<file path="src/rtl/jts16_pkg.sv">
// jts16_pkg: shared register map, port bit positions and command FIFO depth for the System 16 sound latch.
package jts16_pkg;
  typedef enum logic [1:0] {REG_PA, REG_PB, REG_PC, REG_CTRL} reg_e;
  localparam int FIFO_DEPTH  = 4;
  localparam int PB_FLIP     = 7;
  localparam int PB_VIDEO_EN = 4;
  localparam int PC_SND_RST  = 7;
  localparam int PC_OVF      = 6;
endpackage

</file>
<file path="src/rtl/jts16_cmd_fifo.sv">
// jts16_cmd_fifo: sound command store; DEPTH=1 behaves as an overwriting latch.
module jts16_cmd_fifo #(
  parameter int DEPTH = 4
) (
  input  logic       clk,
  input  logic       rst,
  input  logic       push,
  input  logic       pop,
  input  logic [7:0] din,
  output logic [7:0] head,
  output logic       empty,
  output logic       ovf
);
  localparam int PW = DEPTH > 1 ? $clog2(DEPTH) : 1;
  localparam int CW = $clog2(DEPTH + 1);
  localparam int MD = 2 ** PW;
  logic [7:0]    mem [MD];
  logic [PW-1:0] wr_ptr, rd_ptr;
  logic [CW-1:0] cnt;
  logic          full, do_pop, do_wr, adv_wr;
  function automatic logic [PW-1:0] nxt(input logic [PW-1:0] p);
    return p == PW'(DEPTH - 1) ? '0 : p + 1'b1;
  endfunction
  always_comb begin
    full   = cnt == CW'(DEPTH);
    empty  = cnt == '0;
    do_pop = pop & ~empty;
    adv_wr = push & (~full | do_pop);
    // a full latch still takes the new command; only a deeper FIFO drops it
    do_wr  = adv_wr | (push & DEPTH == 1);
    ovf    = push & full & ~do_pop;
    head   = mem[rd_ptr];
  end
  always_ff @(posedge clk or posedge rst)
    if (rst) begin
      wr_ptr <= '0;
      rd_ptr <= '0;
      cnt    <= '0;
      for (int i = 0; i < MD; i++) mem[i] <= '0;
    end else begin
      if (do_wr) mem[wr_ptr] <= din;
      if (adv_wr) wr_ptr <= nxt(wr_ptr);
      if (do_pop) rd_ptr <= nxt(rd_ptr);
      cnt <= cnt + CW'(adv_wr) - CW'(do_pop);
    end
endmodule

</file>
<file path="src/rtl/jts16_sndlatch.sv">
// jts16_sndlatch: main-to-sound CPU command latch and I/O ports B/C.
// Define JTS16_SNDLATCH_FIFO_EN for a 4-entry command FIFO; otherwise a single latch.
module jts16_sndlatch
  import jts16_pkg::*;
(
  input  logic       clk,
  input  logic       rst,
  input  logic       cpu_cen,
  input  logic       io_cs,
  input  logic [1:0] addr,
  input  logic       LDSWn,
  input  logic [7:0] din,
  output logic [7:0] dout,
  input  logic       snd_rd,
  output logic [7:0] snd_cmd,
  output logic       snd_nmi_n,
  output logic       flip,
  output logic       video_en,
  output logic       snd_rst
);
`ifdef JTS16_SNDLATCH_FIFO_EN
  localparam int DEPTH = FIFO_DEPTH;
`else
  localparam int DEPTH = 1;
`endif
  reg_e       sel;
  logic       req, wr, push, pop, wr_last, snd_rd_l, ovf, fifo_ovf, empty;
  logic [7:0] port_b, port_c, last_cmd, held, head, rd_c;
  always_comb begin
    sel       = reg_e'(addr);
    req       = io_cs & ~LDSWn;
    wr        = cpu_cen & req & ~wr_last;
    push      = wr & sel == REG_PA;
    pop       = snd_rd & ~snd_rd_l;
    rd_c      = port_c;
    rd_c[PC_OVF] = ovf;
    snd_cmd   = snd_rd_l ? held : head;
    snd_nmi_n = empty;
    flip      = port_b[PB_FLIP];
    video_en  = port_b[PB_VIDEO_EN];
    snd_rst   = port_c[PC_SND_RST];
  end
  jts16_cmd_fifo #(.DEPTH(DEPTH)) u_fifo (
    .clk  (clk),
    .rst  (rst),
    .push (push),
    .pop  (pop),
    .din  (din),
    .head (head),
    .empty(empty),
    .ovf  (fifo_ovf)
  );
  always_ff @(posedge clk or posedge rst)
    if (rst) begin
      wr_last  <= 1'b0;
      snd_rd_l <= 1'b0;
      ovf      <= 1'b0;
      port_b   <= '0;
      port_c   <= '0;
      last_cmd <= '0;
      held     <= '0;
      dout     <= '0;
    end else begin
      // the access stays armed across cycles without cpu_cen so one bus access commits once
      wr_last  <= cpu_cen ? req : wr_last & req;
      snd_rd_l <= snd_rd;
      if (!snd_rd_l) held <= head;
      if (push) last_cmd <= din;
      if (fifo_ovf) ovf <= 1'b1;
      if (wr && sel == REG_PB) port_b <= din;
      if (wr && sel == REG_CTRL) begin
        if (din[7]) begin
          port_b <= '0;
          port_c <= '0;
          ovf    <= 1'b0;
        end else port_c[din[3:1]] <= din[0];
      end
      dout <= sel == REG_PA ? last_cmd : sel == REG_PB ? port_b : sel == REG_PC ? rd_c : 8'hff;
    end
endmodule

</file>
<file path="config.mk">
export PLATFORM = sky130hd
export DESIGN_NAME = jts16_sndlatch
export DESIGN_NICKNAME = d
export VERILOG_FILES = /design/src/rtl/jts16_pkg.sv /design/src/rtl/jts16_cmd_fifo.sv /design/src/rtl/jts16_sndlatch.sv
export SDC_FILE = /design/constraint.sdc
export NUM_CORES = 1
export LEC_CHECK = 0
export BUFFER_PORTS_ARGS = -buffer_cell sky130_fd_sc_hd__buf_4
export CAP_MARGIN = 20
export CELL_PAD_IN_SITES_DETAIL_PLACEMENT = 2
export CELL_PAD_IN_SITES_GLOBAL_PLACEMENT = 2
export CORE_MARGIN = 1
export CORE_UTILIZATION = 39
export DETAILED_ROUTE_END_ITERATION = 8
export GPL_ROUTABILITY_DRIVEN = 0
export PLACE_DENSITY = 0.9
export SYNTH_ARGS = -nofsm -noshare
export SYNTH_HDL_FRONTEND = slang
export SYNTH_HIERARCHICAL = 1
export SYNTH_SLANG_ARGS = --single-unit
export TNS_END_PERCENT = 1
</file>
<file path="constraint.sdc">
create_clock -name clk -period 2.8 [get_ports clk]
set_input_delay 0.14 -clock clk [delete_from_list [all_inputs] [get_ports clk]]
set_output_delay 0.14 -clock clk [all_outputs]
set_load 0.03 [all_outputs]
</file>
Word level (Yosys, flattened, before mapping)
Index checks and enable logic that the tools add are counted.
Widths: inputs -> output; s select.
{"block": "word_totals", "reg_bits": 62, "output_inout_bits": 20, "in_bits": 16}
{"block": "classes", "mux": 23, "bitwise": 19, "magnitude_cmp": 5, "n_addsub": 4, "eq_ne": 3, "reduce_logical": 5}
{"cell": "$mux 8", "n": 12}
{"cell": "$bwmux 16", "n": 1}
{"cell": "$and 1x1->1", "n": 10}
{"cell": "$bwmux 8", "n": 1}
{"cell": "$demux 8 s1", "n": 1}
{"cell": "$mux 1", "n": 7}
{"cell": "$not 1->1", "n": 5}
{"cell": "$eq 2x2->1 const B", "n": 2}
{"cell": "$ge 2x2->1 const B", "n": 2}
{"cell": "$logic_and 1x1->1", "n": 4}
{"cell": "$lt 3x4->1 const B", "n": 1}
{"cell": "$not 1->2", "n": 2}
{"cell": "$demux 1 s3", "n": 1}
{"cell": "$ge 3x1->1 const B", "n": 1}
{"cell": "$add 1x1->1 const B", "n": 2}
{"cell": "$eq 2x1->1 const B", "n": 1}
{"cell": "$logic_not 2->1", "n": 1}
{"cell": "$lt 2x1->1 const B", "n": 1}
{"cell": "$or 1x1->1", "n": 2}
{"cell": "$add 1x1->1", "n": 1}
{"cell": "$sub 1x1->1", "n": 1}

Logic depth before layout (Yosys ltp)
{"block": "depth", "word_depth": 10, "mapped_depth": 8}

Modules after synthesis
Netlist, hierarchy kept.
{"module": "jts16_sndlatch", "cells_per_inst": 136, "seq_area_each_um2": 1051.0, "n_inst": 1, "area_each_um2": 1836.8}
{"module": "jts16_cmd_fifo", "cells_per_inst": 22, "seq_area_each_um2": 225.2, "n_inst": 1, "area_each_um2": 384.1}

Least setup slack after synthesis
OpenSTA, ideal clock, no wires.
{"block": "synth_timing", "kind": "register -> register", "from": "register wr_last", "to": "register u_fifo/mem[10] (netlist name)", "required_ns": 2.675, "arrival_time_ns": 1.550, "path_slack_ns": 1.125, "setup_time_ns": 0.125, "path_buffers": 2, "path_stages_with_launch": 7, "cell_sequence": "dfrtp_1 -> nand4bb_4 -> or3_1 -> buf_4 -> inv_1 -> buf_6 -> mux2_4"}
{"block": "synth_via", "elab_chain_cells": 5}
{"element": "start: declaration", "line": "jts16_sndlatch.sv:27", "source": "logic req, wr, push, pop, wr_last, snd_rd_l, ovf, fifo_ovf, empty;"}
{"element": "start signal: assignment", "line": "jts16_sndlatch.sv:65", "source": "wr_last <= cpu_cen ? req : wr_last & req;"}
{"element": "$not 1->1 (*)", "line": "jts16_sndlatch.sv:32", "source": "wr = cpu_cen & req & ~wr_last;"}
{"element": "$and 1x1->1 (*)", "line": "jts16_sndlatch.sv:32"}
{"element": "$and 1x1->1 (*)", "line": "jts16_sndlatch.sv:33", "source": "push = wr & sel == REG_PA;"}
{"element": "net push", "line": "jts16_sndlatch.sv:27"}
{"element": "$and 1x1->1", "line": "jts16_cmd_fifo.sv:28", "source": "adv_wr = push & (~full | do_pop);"}
{"element": "$or 1x1->1 (*)", "line": "jts16_cmd_fifo.sv:30", "source": "do_wr = adv_wr | (push & DEPTH == 1);"}
{"element": "end signal: indexed assignment", "line": "jts16_cmd_fifo.sv:41", "source": "if (do_wr) mem[wr_ptr] <= din;"}
{"element": "end: declaration", "line": "jts16_cmd_fifo.sv:17", "source": "logic [7:0] mem [MD];"}
Mark *: on every way through the listed nets, which the timed path passes. The rest lies on a longest branch.
A chain may end at the register's enable or synchronous reset.

Worst setup path in the final report
{"block": "layout_timing", "from": "input LDSWn", "to": "register ovf"}
{"block": "layout_via", "elab_chain_cells": 10, "elab_cells_between_ends": 11}
{"element": "start: declaration", "line": "jts16_sndlatch.sv:11", "source": "input logic LDSWn,"}
{"element": "$not 1->1 (*)", "line": "jts16_sndlatch.sv:31", "source": "req = io_cs & ~LDSWn;"}
{"element": "$and 1x1->1 (*)", "line": "jts16_sndlatch.sv:31"}
{"element": "$and 1x1->1 (*) (2 in a row)", "line": "jts16_sndlatch.sv:32"}
{"element": "$and 1x1->1 (*)", "line": "jts16_sndlatch.sv:33"}
{"element": "net push", "line": "jts16_sndlatch.sv:27"}
{"element": "$and 1x1->1 (*) (2 in a row)", "line": "jts16_cmd_fifo.sv:31", "source": "ovf = push & full & ~do_pop;"}
{"element": "net fifo_ovf", "line": "jts16_sndlatch.sv:27"}
{"element": "$mux 1 (*)", "line": "jts16_sndlatch.sv:69", "source": "if (fifo_ovf) ovf <= 1'b1;"}
{"element": "$mux 1", "line": "jts16_sndlatch.sv:72", "source": "if (din[7]) begin"}
{"element": "$mux 1 (*)", "line": "jts16_sndlatch.sv:71", "source": "if (wr && sel == REG_CTRL) begin"}
{"element": "end signal: assignment", "line": "jts16_sndlatch.sv:57", "source": "ovf <= 1'b0;"}
{"element": "end signal: assignment", "line": "jts16_sndlatch.sv:69"}
{"element": "end signal: assignment", "line": "jts16_sndlatch.sv:75", "source": "ovf <= 1'b0;"}
{"element": "end: declaration", "line": "jts16_sndlatch.sv:27"}
Marks and branches as above.

==> qor.log <==
[synthesis] cell area after synthesis 2220 sq um
[sta] RSZ-0062 raised after global routing no
[floorplan] die area 6000 sq um
[sta] # setup viols final 0
[worst_setup_path] data required time of the critical path 3.04 ns
[placed_design] pre-CTS setup slack 0.572 ns
[floorplan] number of ports placed on the die boundary 36
[floorplan] horizontal die dimension 77.5 um
[sta] upper clock frequency limit 0.433 GHz
[cts] count of instances resized after the clock tree is built 0
[detailed_routing] DRC violation count after routing 0
[cts] TritonCTS Buffers 5
[worst_setup_path] maximum fanout encountered on the critical timing path 12
[final_layout] fill cell instance count of the final layout 532
[cts] TritonCTS clock tree built
[cts] Skew-Pair Late Insertion Delay 0.31 ns
[cts] clk slew on worst S/H paths 0.10 ns
[worst_setup_path] Setup crit end kind flop
[final_layout] fin area 2690 sq um
[sta] final worst clock skew 0.00802 ns
[sta] final hold slack 0.0835 ns
[cts] number of sinks handled by clock tree synthesis 51
[pwr] areal power density over the cells 760 nW/um^2
[final_layout] share of final-layout standard cells stronger than drive strength 1 0.418
[detailed_routing] detailed router's first-iteration violation count 65
[floorplan] Chip Height 77.5 um
[synthesis] nets in the synthesized netlist 174
[floorplan] Initial Util 0.403
[detailed_routing] iteration count of the initial detailed-routing pass 4
[worst_setup_path] r2r startpoint wr_last
[sta] count of final max-slew check failures 0
[synthesis] warning count from the yosys run 6
[worst_setup_path] path type of the worst setup path in -> reg
[synthesis] gate count of the mapped netlist 158
[synthesis] distinct cell type count of the synthesized netlist 26
[worst_setup_path] sort of element at the start of the critical path primary input
[detailed_routing] aggregate routed wire length 5800 um
[global_route] GRT Overall Usage 0.214
[cts] H-Tree Depth 2
[worst_hold_path] worst min-delay path category in -> reg
[cts] buffer cell driving the clock tree root clkbuf_8
[placed_design] Detailed Place HPWL 4240 um
[final_layout] number of nets in the finished design 211
[detailed_routing] DR vias/cell 5.45
[synthesis] number of synthesized register bits 51
[global_route] wire length of the first global-routing pass 9570 um
[job] max-cap check violation count 0
[pwr] maximum vdd ir drop 282 uV
[sta] final hold violations 0
[detailed_routing] Antenna Violating Nets Remaining 0
[global_route] number of global-route vias before repair 1,659
[final_layout] commonest cells after routing, fill and taps aside 51 x dfrtp_1, 37 x buf_4, 24 x mux2_2
[detailed_routing] via count 1,461
[placed_design] number of I/O port buffers 35
[detailed_routing] routed len/inst 21.6 um
[final_layout] diode insertion count for antenna repair 0
[outcome] status complete, no violations
[floorplan] placeable core region 5510 sq um
[sta] worst slew margin relative to its limit 0.574
[worst_hold_path] hold path startpoint din[6]
[final_layout] commonest non-fill, non-tap cell in the layout dfrtp_1
[placed_design] Post-DP Area 2520 sq um
[floorplan] Core Rows 27
[global_route] remaining global-route overflow 0
[cts] number of buffers on the longest clock path 2
[global_route] pin count of the biggest net entering global routing 20
[synthesis] post-synthesis sequential area ratio 0.575
[worst_setup_path] worst setup path startpoint LDSWn
[pwr] Static Leakage 1.18 nW
[placed_design] number of cells in the design after placement 257
[sta] Worst Max-Slew Pin Slew 0.637 ns
[final_layout] Final Instance Count excl. Fillers 268
[final_layout] area growth from synthesis to layout 20.9%
[sta] post-route fraction of the period consumed by the critical path 0.825
[sta] sum of negative setup slack 0 ns
[sta] minimum period implied by the final worst setup slack 2.31 ns
[global_route] number of antenna violations at the first check in global routing 0
[worst_setup_path] arrival time at the worst endpoint 2.55 ns
[sta] slack of the critical path 0.491 ns
[synthesis] mean instance size in the synthesized netlist 14.1 sq um
==> repair_timing <==
item / CTS / global route
buffers inserted: 0 / 0
hold buffers: 3 / 0
hold endpoints to repair: 15 / 0
==> cell type report <==
| type | instances | area [sq um] | share of cell area |
|---|---|---|---|
| clock inverter | 2 | 60.1 | 0.0224 |
| timing repair buffer | 40 | 308 | 0.115 |
| inverter | 5 | 18.8 | 0.00699 |
| multi-input combinational | 92 | 860 | 0.320 |
| tap | 72 | 90.1 | 0.0336 |
| sequential | 51 | 1280 | 0.475 |
| clock buffer | 6 | 72.6 | 0.0270 |
==> per-layer routing <==
metal | vias up | part of all wire | GRT usage
met5 | - | 0 | 0
met2 | 37 | 0.53 | 0.383
li1 | 650 | - | -
met3 | 8 | 0.031 | 0.0447
met1 | 766 | 0.43 | 0.257
met4 | 0 | 0.016 | 0.0642
==> worst paths after layout <==
| check | to | slack (ns) | depth (start not counted) |
|---|---|---|---|
| setup / recovery | ovf | 0.49 | 8 |
| hold / removal | port_b[6] | 0.08 | 2 |
| setup reg to reg | ovf | 0.57 | 6 |
| hold reg to reg | port_b[6] | 0.51 | 1 |
| max in group asynchronous | port_b[7] | 1.94 | 4 |
| min in group asynchronous | snd_rd_l | 0.31 | 3 |
==> cell usage after synthesis <==
| cell | count | area share |
|---|---|---|
| dfrtp_1 | 51 | 0.57 |
| mux2_2 | 24 | 0.12 |
| nand3b_1 | 9 | 0.030 |
| a22o_1 | 8 | 0.032 |
| mux2_4 | 8 | 0.054 |
| o22a_1 | 8 | 0.032 |
| o21ai_0 | 7 | 0.016 |
| o311ai_1 | 7 | 0.028 |
| inv_1 | 5 | 0.0085 |
| clkbuf_1 | 4 | 0.0068 |
| buf_6 | 3 | 0.015 |
| nor2_1 | 3 | 0.0051 |
| or3_1 | 3 | 0.0085 |
| or3b_2 | 3 | 0.012 |
| buf_2 | 2 | 0.0045 |
| nor2b_1 | 2 | 0.0056 |
| nor3b_2 | 2 | 0.011 |
| a21oi_1 | 1 | 0.0023 |
| buf_4 | 1 | 0.0034 |
| nand2_1 | 1 | 0.0017 |
| nand2b_1 | 1 | 0.0028 |
| nand3_1 | 1 | 0.0023 |
| nand4bb_4 | 1 | 0.012 |
| nor3b_1 | 1 | 0.0034 |
| o21bai_1 | 1 | 0.0034 |
| or3b_1 | 1 | 0.0039 |
==> cell families (layout without fill, tap and decap cells) <==
kind of cell | Yosys count | count (layout) | share of synthesized area
AND/OR/NAND/NOR | 28 | 28 | 0.0992
buffers and inverters | 15 | 53 | 0.0383
AO/OA/AOI/OAI | 32 | 32 | 0.112
flip-flops | 51 | 51 | 0.575
multiplexers | 32 | 32 | 0.176
==> registers in the layout, indices dropped and copies added, names as in the netlist <==
name        count
dout            8
held            8
last_cmd        8
ovf             1
port_b          8
port_c          7
snd_rd_l        1
u_fifo/cnt      1
u_fifo/mem      8
wr_last         1
==> metrics by stage <==
step	power, mW	util
global placement	1.41	0.458
detailed placement	1.46	0.458
finish	2.04	0.488
global route	2.13	0.488
floorplan	1.25	-
CTS	2.07	0.488
==> worst max-delay path: stages <==
cell	delay, ns
dlygate4sd3_1	0.53
buf_4	0.14
nand4bb_4	0.28
or3_1	0.55
inv_1	0.44
nor3b_2	0.28
nor2_1	0.06
a21oi_1	0.12
==> power breakdown <==
group	total (mW)	leakage, nW	internal, mW	switching, mW
Combinational	0.495	0.511	0.235	0.260
Sequential	0.944	0.604	0.869	0.0752
Clock	0.601	0.0654	0.357	0.244
Total	2.04	1.18	1.46	0.579
Power figures use the tool's default switching activity.
